`src/rtl/ps2_host_tx.sv`:
```
// PS/2 host-to-device transmitter: inhibits the bus, requests to send, then shifts
// one byte plus odd parity out on device-generated clocks and checks the device ACK.
module ps2_host_tx #(
    parameter int INHIBIT_CYCLES = 1600,
    parameter int RTS_CYCLES     = 32,
    parameter int TIMEOUT_CYCLES = 32000
) (
    input  logic       clk,
    input  logic       rst_n,
    input  logic       send,
    input  logic [7:0] data,
    input  logic       clkps2_in,
    input  logic       dataps2_in,
    output logic       clkps2_oe,
    output logic       dataps2_oe,
    output logic       busy,
    output logic       done,
    output logic       error
);

    localparam int PH_MAX = (INHIBIT_CYCLES > RTS_CYCLES) ? INHIBIT_CYCLES : RTS_CYCLES;
    localparam int PH_W   = $clog2(PH_MAX + 1);
    localparam int TO_W   = $clog2(TIMEOUT_CYCLES + 1);

    typedef enum logic [2:0] {
        IDLE,
        INHIBIT,
        RTS,
        SEND,
        WAIT_ACK,
        WAIT_IDLE
    } state_t;

    state_t          state;
    logic            clkps2_p0, clkps2_p1, clkps2_p2;
    logic            dataps2_p0, dataps2_p1;
    logic [PH_W-1:0] phase_cnt;
    logic [TO_W-1:0] to_cnt;
    logic [3:0]      bit_cnt;
    logic [7:0]      data_lat;
    logic            parity_lat;
    logic            nack;

    logic ps2_fall;
    logic waiting;
    logic bus_idle;
    logic to_expired;
    logic timeout;
    logic accept;

    function automatic logic odd_parity(input logic [7:0] d);
        return ~^d;
    endfunction

    // Synchronizers: p1 is the synced level, p2 the previous synced clock level
    always_ff @(posedge clk or negedge rst_n) begin
        if (!rst_n) begin
            clkps2_p0  <= 1'b1;
            clkps2_p1  <= 1'b1;
            clkps2_p2  <= 1'b1;
            dataps2_p0 <= 1'b1;
            dataps2_p1 <= 1'b1;
        end else begin
            clkps2_p0  <= clkps2_in;
            clkps2_p1  <= clkps2_p0;
            clkps2_p2  <= clkps2_p1;
            dataps2_p0 <= dataps2_in;
            dataps2_p1 <= dataps2_p0;
        end
    end

    assign ps2_fall   = clkps2_p2 & ~clkps2_p1;
    assign waiting    = (state == SEND) || (state == WAIT_ACK) || (state == WAIT_IDLE);
    assign bus_idle   = (state == WAIT_IDLE) && clkps2_p1 && dataps2_p1;
    assign to_expired = (to_cnt == TO_W'(TIMEOUT_CYCLES - 1));
    assign timeout    = waiting && !ps2_fall && !bus_idle && to_expired;
    // The done cycle itself never accepts, so a new request lands the cycle after
    assign accept     = (state == IDLE) && send && !done;

    always_ff @(posedge clk) begin
        if (accept) begin
            data_lat   <= data;
            parity_lat <= odd_parity(data);
        end
    end

    always_ff @(posedge clk or negedge rst_n) begin
        if (!rst_n) begin
            to_cnt <= '0;
        end else if (waiting) begin
            to_cnt <= ps2_fall ? '0 : to_cnt + 1'b1;
        end else begin
            to_cnt <= '0;
        end
    end

    always_ff @(posedge clk or negedge rst_n) begin
        if (!rst_n) begin
            state      <= IDLE;
            clkps2_oe  <= 1'b0;
            dataps2_oe <= 1'b0;
            busy       <= 1'b0;
            done       <= 1'b0;
            error      <= 1'b0;
            phase_cnt  <= '0;
            bit_cnt    <= '0;
            nack       <= 1'b0;
        end else begin
            done  <= 1'b0;
            error <= 1'b0;
            if (timeout) begin
                clkps2_oe  <= 1'b0;
                dataps2_oe <= 1'b0;
                done       <= 1'b1;
                error      <= 1'b1;
                busy       <= 1'b0;
                state      <= IDLE;
            end else begin
                case (state)
                    IDLE: begin
                        clkps2_oe  <= 1'b0;
                        dataps2_oe <= 1'b0;
                        if (accept) begin
                            clkps2_oe <= 1'b1;
                            busy      <= 1'b1;
                            phase_cnt <= '0;
                            bit_cnt   <= '0;
                            nack      <= 1'b0;
                            state     <= INHIBIT;
                        end
                    end
                    INHIBIT: begin
                        if (phase_cnt == PH_W'(INHIBIT_CYCLES - 1)) begin
                            phase_cnt  <= '0;
                            dataps2_oe <= 1'b1;
                            state      <= RTS;
                        end else begin
                            phase_cnt <= phase_cnt + 1'b1;
                        end
                    end
                    RTS: begin
                        if (phase_cnt == PH_W'(RTS_CYCLES - 1)) begin
                            phase_cnt <= '0;
                            clkps2_oe <= 1'b0;
                            state     <= SEND;
                        end else begin
                            phase_cnt <= phase_cnt + 1'b1;
                        end
                    end
                    SEND: begin
                        // Edges 1..8 carry data LSB first, 9 parity, 10 releases for stop
                        if (ps2_fall) begin
                            bit_cnt <= bit_cnt + 1'b1;
                            if (bit_cnt < 4'd8) begin
                                dataps2_oe <= ~data_lat[bit_cnt[2:0]];
                            end else if (bit_cnt == 4'd8) begin
                                dataps2_oe <= ~parity_lat;
                            end else begin
                                dataps2_oe <= 1'b0;
                                state      <= WAIT_ACK;
                            end
                        end
                    end
                    WAIT_ACK: begin
                        if (ps2_fall) begin
                            nack  <= dataps2_p1;
                            state <= WAIT_IDLE;
                        end
                    end
                    WAIT_IDLE: begin
                        if (bus_idle) begin
                            done  <= 1'b1;
                            error <= nack;
                            busy  <= 1'b0;
                            state <= IDLE;
                        end
                    end
                    default: begin
                        clkps2_oe  <= 1'b0;
                        dataps2_oe <= 1'b0;
                        busy       <= 1'b0;
                        state      <= IDLE;
                    end
                endcase
            end
        end
    end

endmodule

```
`config.mk`:
```
export PLATFORM = sky130hd
export DESIGN_NAME = ps2_host_tx
export DESIGN_NICKNAME = d
export VERILOG_FILES = /design/src/rtl/ps2_host_tx.sv
export SDC_FILE = /design/constraint.sdc
export NUM_CORES = 1
export LEC_CHECK = 0
export BUFFER_PORTS_ARGS = -buffer_cell sky130_fd_sc_hd__clkbuf_2
export CAP_MARGIN = 20
export CORE_UTILIZATION = 34
export CTS_CLUSTER_DIAMETER = 120
export DETAILED_ROUTE_END_ITERATION = 6
export GPL_TIMING_DRIVEN = 1
export PLACE_DENSITY = 0.57
export SLEW_MARGIN = 25
export SYNTH_ARGS = -nofsm -noshare
export SYNTH_HDL_FRONTEND = slang
export SYNTH_SLANG_ARGS = --single-unit
```
`constraint.sdc`:
```
create_clock -name clk -period 4.75 [get_ports clk]
set_clock_uncertainty 0.1 [all_clocks]
set_input_delay 0.475 -clock clk [delete_from_list [all_inputs] [get_ports clk]]
set_output_delay 0.475 -clock clk [all_outputs]
set_load 0.05 [all_outputs]
```
== Word-level counts from Yosys, hierarchy flattened ==
Index checks and enable logic that the tools add are counted.

* Register bits: 53
* Input bits: 13
* Output and inout port bits: 5

* Add/subtract/negate cells: 3
* $lt $le $gt $ge: 2
* Equality and inequality tests: 23
* Multiplexer cells: 44
* Bitwise gates (word level): 5
* Reductions and logical operators: 27

{| class="wikitable"
|+ Operator list
! cell !! count
|-
| 11-bit two-way mux || 3
|-
| 11-bit one-hot mux with 3 select lines || 1
|-
| 15-bit two-way mux || 2
|-
| 3-bit two-way mux || 9
|-
| 3-bit inequality test, second input constant || 8
|-
| 1-bit two-way mux || 20
|-
| 3-bit one-hot mux with 6 select lines || 1
|-
| 15-bit by 1-bit adder with 15-bit output, second input constant || 1
|-
| 15-bit == test, second input constant || 1
|-
| 11-bit by 1-bit adder with 11-bit output, second input constant || 1
|-
| 11-bit == test, second input constant || 1
|-
| 11-bit by 5-bit == test with 1-bit output, second input constant || 1
|-
| 1-bit one-hot mux with 3 select lines || 3
|-
| 3-bit AND reduction || 3
|-
| 4-bit two-way mux || 2
|-
| 4-bit one-hot mux with 2 select lines || 1
|-
| 4-bit AND reduction || 2
|-
| 8-bit AND reduction || 1
|-
| 4-bit OR reduction || 2
|-
| 8-bit XNOR reduction || 1
|-
| 1-bit logical AND || 7
|-
| 3-bit by 2-bit == test with 1-bit output, second input constant || 2
|-
| 3-bit == test, second input constant || 2
|-
| 2-bit by 1-bit inequality test with 1-bit output, second input constant || 3
|-
| other kinds (17) || 26
|}

== Depth between registers and ports, before layout ==
* Depth in word-level cells: 8
* Mapped depth: 8
* Gate-level depth less buffers: 7

== Worst setup path after synthesis ==
No wires, ideal clock.

* Path kind: reg2reg
* Start point: reg bit_cnt[0]
* End point: reg state[0]
* Data arrival time: 1974 ps
* Slack: 2598 ps
* Cell stages (with the launch flop): 9
* Path through: dfrtp_1 clkbuf_1 inv_1 ha_1 nand2b_1 a31oi_1 a311o_1 or4b_1 a21oi_1

* Word-level cells in the longest chain between the ends: 3
* Elaborated cells on any way between the ends: 5
* Classes of those cells: 1 x order compare; 3 x eq/ne; 1 x reduce/logical

{| class="wikitable"
|+ Ends and longest elaborated chain
! item !! line !! source
|-
| from (decl) || 39 || <nowiki>logic [3:0] bit_cnt;</nowiki>
|-
| from (signal assigned) || 153 || <nowiki>bit_cnt <= bit_cnt + 1'b1;</nowiki>
|-
| 4-bit less-than comparator or 4-bit == test (tied branches) || 154, 156 ||
|-
| 3-bit inequality test (no line) || n/a ||
|-
| 8-bit AND reduction (no line) * || n/a ||
|-
| to (signal assigned) || 160 || <nowiki>state <= WAIT_ACK;</nowiki>
|-
| to (signal assigned) || 167 || <nowiki>state <= WAIT_IDLE;</nowiki>
|-
| to (signal assigned) || 175 || <nowiki>state <= IDLE;</nowiki>
|-
| to (decl) || 34 || <nowiki>state_t state;</nowiki>
|}

Mark *: on every way between the ends. The rest lies on a longest branch, timed or not.
A chain may end at the register's enable or synchronous reset.

== Worst setup path after layout ==
* Start point: reg state[1]
* End point: reg phase_cnt[2]

* Word-level cells in the longest chain between the ends: 8
* Elaborated cells on any way between the ends: 21
* Classes of those cells: 6 x eq/ne; 1 x mux; 1 x bitwise; 13 x reduce/logical

{| class="wikitable"
|+ Ends and longest elaborated chain
! item !! line !! source
|-
| from (signal assigned) || 99 || <nowiki>state <= IDLE;</nowiki>
|-
| from (signal assigned) || 117 || <nowiki>state <= IDLE;</nowiki>
|-
| from (signal assigned) || 129 || <nowiki>state <= INHIBIT;</nowiki>
|-
| 3-bit by 2-bit == test with 1-bit output (tied with other cells) || 73 || <nowiki>assign waiting = (state == SEND) || (state == WAIT_ACK) || (state == WAIT_IDLE);</nowiki>
|-
| 1-bit logical OR or 1-bit logical AND (tied branches) (2 in a row) || 73, 74 ||
|-
| 1-bit logical AND or 1-bit logical NOT (tied branches) || 76 || <nowiki>assign timeout = waiting && !ps2_fall && !bus_idle && to_expired;</nowiki>
|-
| 1-bit logical AND (2 in a row) || 76 ||
|-
| 1-bit NOT (no line) || n/a ||
|-
| 3-bit AND reduction (no line) || n/a ||
|-
| to (signal assigned) || 138 || <nowiki>phase_cnt <= phase_cnt + 1'b1;</nowiki>
|-
| to (signal assigned) || 147 || <nowiki>phase_cnt <= phase_cnt + 1'b1;</nowiki>
|-
| to (decl) || 37 || <nowiki>logic [PH_W-1:0] phase_cnt;</nowiki>
|}

Several ways; a longest one is shown, not always the timed one.

==> results.sh <==
export IMPL_cp_endpoint="phase_cnt[2]"
export IMPL_hold_viol_final=0
export IMPL_cts_tree="yes"
export IMPL_avgSynthCellArea_um2=9.96
export IMPL_cts_max_level=2
export IMPL_dp_hpwl_um=3640
export IMPL_nets=304
export IMPL_worstSetupStartpointType="flip-flop"
export IMPL_status="finished, final reports clean"
export IMPL_yosysTopAreaCell="dfrtp_1"
export IMPL_gp_congestion=0.821
export IMPL_ys_top_cells_by_area="dfrtp_1 36%, edfxtp_1 9.9%, dfstp_2 4.8%"
export IMPL_total_power_uw=1420
export IMPL_drc=0
export IMPL_ir_drop_uv=217
export IMPL_fmax_mhz=389
export IMPL_vias=2041
export IMPL_grt_first_pass_wirelength_um=9310
export IMPL_crit_arrival_ns=2.70
export IMPL_initial_core_util_pct=35.3
export IMPL_port_buffers=17
export IMPL_end_kind="flip-flop"
export IMPL_cts_sinks=53
export IMPL_final_cell_mix="39 x dfrtp_1, 25 x nor2_1, 23 x nand2_1"
export IMPL_postCtsResizedCells=0
export IMPL_ys_seq_area_share_pct=50.3
export IMPL_worst_path_max_fanout=18
export IMPL_place_area_mm2=0.00290
export IMPL_syn_num_nets=292
export IMPL_cts_buffers=5
export IMPL_post_cts_buffers=0
export IMPL_cts_root_buf="clkbuf_8"
export IMPL_die_height_um=91.8
export IMPL_hold_buffers=0
export IMPL_synthFlopType="dfrtp_1"
export IMPL_grt_use_total_pct=13.9
export IMPL_grt_pass1_vias=1946
export IMPL_reg2reg_slack_ns=2.18
export IMPL_period_needed_ns=2.57
export IMPL_hold_path_class="input pin to async pin"
export IMPL_slew_headroom_pct=52.4
export IMPL_timing_setup_tns_ns=0
export IMPL_synthesis_area_mm2=0.00274
export IMPL_mostFrequentLayoutCell="dfrtp_1"
export IMPL_rsz0062_at_grt="false"
export IMPL_ff2ff_path_depth=5
export IMPL_stdcell_area_mm2=0.00298
export IMPL_r2r_end="phase_cnt[2]"
export IMPL_synth_edf_count=9
export IMPL_synth_top_cell_area_share_pct=35.6
export IMPL_syn_inst=275
export IMPL_clk_latency_ns=0.30
export IMPL_power_leakage_uw=0.00122
export IMPL_wl_um=5310
export IMPL_yosysWarningCount=0
export IMPL_layout_drive_gt1_share_pct=13.9
export IMPL_synth_async_sr_flop_share_pct=83.0
export IMPL_grt_max_degree=45
export IMPL_utilization_pct=38.4
export IMPL_cts_buffer_depth=2
export IMPL_rows=32
export IMPL_required_ns=4.88
export IMPL_drv_slew=0
export IMPL_grt_overflow=0
export IMPL_drt_initial_drc_count=79
export IMPL_p_per_area_mw_per_mm2=475
export IMPL_ant_nets=0
export IMPL_die_area_mm2=0.00842
export IMPL_core_mm2=0.00777
export IMPL_cp_startpoint="state[1]"
export IMPL_first_pass_iters=4
export IMPL_setup_violations=0
export IMPL_diodes=0
export IMPL_worstSetupPathType="flip-flop to flip-flop"
export IMPL_fillers=804
export IMPL_synth_cell_types=55
export IMPL_cts_clk_slew_worst_paths_ns=0.09
export IMPL_ios=18
export IMPL_synthToLayoutAreaGrowth_pct=8.81
export IMPL_tightest_slew_ns=0.708
export IMPL_cap_violations=0
export IMPL_drt_wirelength_per_cell_um=13.6
export IMPL_viasPerCell=5.23
export IMPL_ys_ff_latch=53
export IMPL_r2r_start="state[1]"
export IMPL_antenna_found_initial=0
export IMPL_dieWidth_um=91.8
export IMPL_timing_final_crit_share_pct=54.1
final cells by class:
class | instances | area, um2 | share of cell area (%)
Clock buffer | 5 | 68.8 | 2.31
Clock inverter | 3 | 17.5 | 0.587
Inverter | 8 | 30.0 | 1.01
Multi-Input combinational cell | 201 | 1270 | 42.5
Sequential cell | 53 | 1380 | 46.2
Tap cell | 102 | 128 | 4.28
Timing Repair Buffer | 18 | 92.6 | 3.11
kinds of logic (layout without fill, tap and decap cells):
kind of cell | after synthesis | in the layout | synth area share (%)
compound gates | 61 | 61 | 15.1
xor+xnor | 20 | 20 | 6.39
fa+ha+maj | 4 | 4 | 1.83
buf+inv | 21 | 34 | 3.47
flops | 53 | 53 | 50.3
mux | 5 | 5 | 1.87
simple gates | 111 | 111 | 21.1
where the power goes:
group | switching, uW | leakage [uW] | internal, uW
clock network | 149 | 0.0000439 | 102
registers | 111 | 0.000663 | 546
logic | 315 | 0.000510 | 193
total | 575 | 0.00122 | 842
Yosys cell counts (2+ instances only):
library cell  number
a211oi_1           2
a21o_1             2
a21oi_1           15
a22o_1             2
a31oi_1            9
a41oi_1            2
and2_1             2
and3_1             6
and4_1             3
buf_2              4
clkbuf_1           7
dfrtp_1           39
dfstp_2            5
edfxtp_1           9
ha_1               4
inv_1              7
mux2i_1            4
nand2_1           23
nand2b_1           7
nand3_1           14
nand4_1            8
nor2_1            25
nor2b_1            3
nor3_1             4
o21ai_0           13
o31ai_1            3
or3_1              7
xnor2_1           11
xor2_1             9
per-layer routing:
metal  wire [um]  track usage (%)  up-vias
met5           0                0        -
met4          47             4.56        0
met3         170             2.82        4
met2        2410             22.0       42
met1        2680             19.0      984
li1            -                -     1011
metrics by stage:
step           instances  hold WS [ns]  worst slack, ns
6_report             390         0.134             2.18
5_1_grt              390         0.114             1.94
4_1_cts              390         0.130             2.19
3_5_place_dp         382         0.247             2.22
3_3_place_gp         382         0.246             2.29
2_1_floorplan        275        0.0794             2.60
state kept, by name, summed over array words and instances (netlist names):
| name | count |
|---|---|
| bit_cnt | 4 |
| busy | 1 |
| clkps2_oe | 1 |
| clkps2_p0 | 1 |
| clkps2_p1 | 1 |
| clkps2_p2 | 1 |
| data_lat | 8 |
| dataps2_oe | 1 |
| dataps2_p0 | 1 |
| dataps2_p1 | 1 |
| done | 1 |
| error | 1 |
| nack | 1 |
| parity_lat | 1 |
| phase_cnt | 11 |
| state | 3 |
| to_cnt | 15 |
critical path, stage by stage, from the launching register on:
cell and delay (ns):
dfrtp_1 0.58, nor2b_1 0.64, o22ai_2 0.17, a21oi_2 0.57, or2b_1 0.28, a31oi_1 0.16
worst min path at each step:
stage                        end  slack [ns]  depth (start not counted)
CTS                    clkps2_p0        0.13                          1
global route           clkps2_p0        0.11                          1
global placement      dataps2_p1        0.25                          0
finish              phase_cnt[5]        0.13                          2
detailed placement     clkps2_p1        0.25                          0
floorplan             bit_cnt[0]        0.08                          0
No activity file was read; power rests on OpenSTA's default activity.
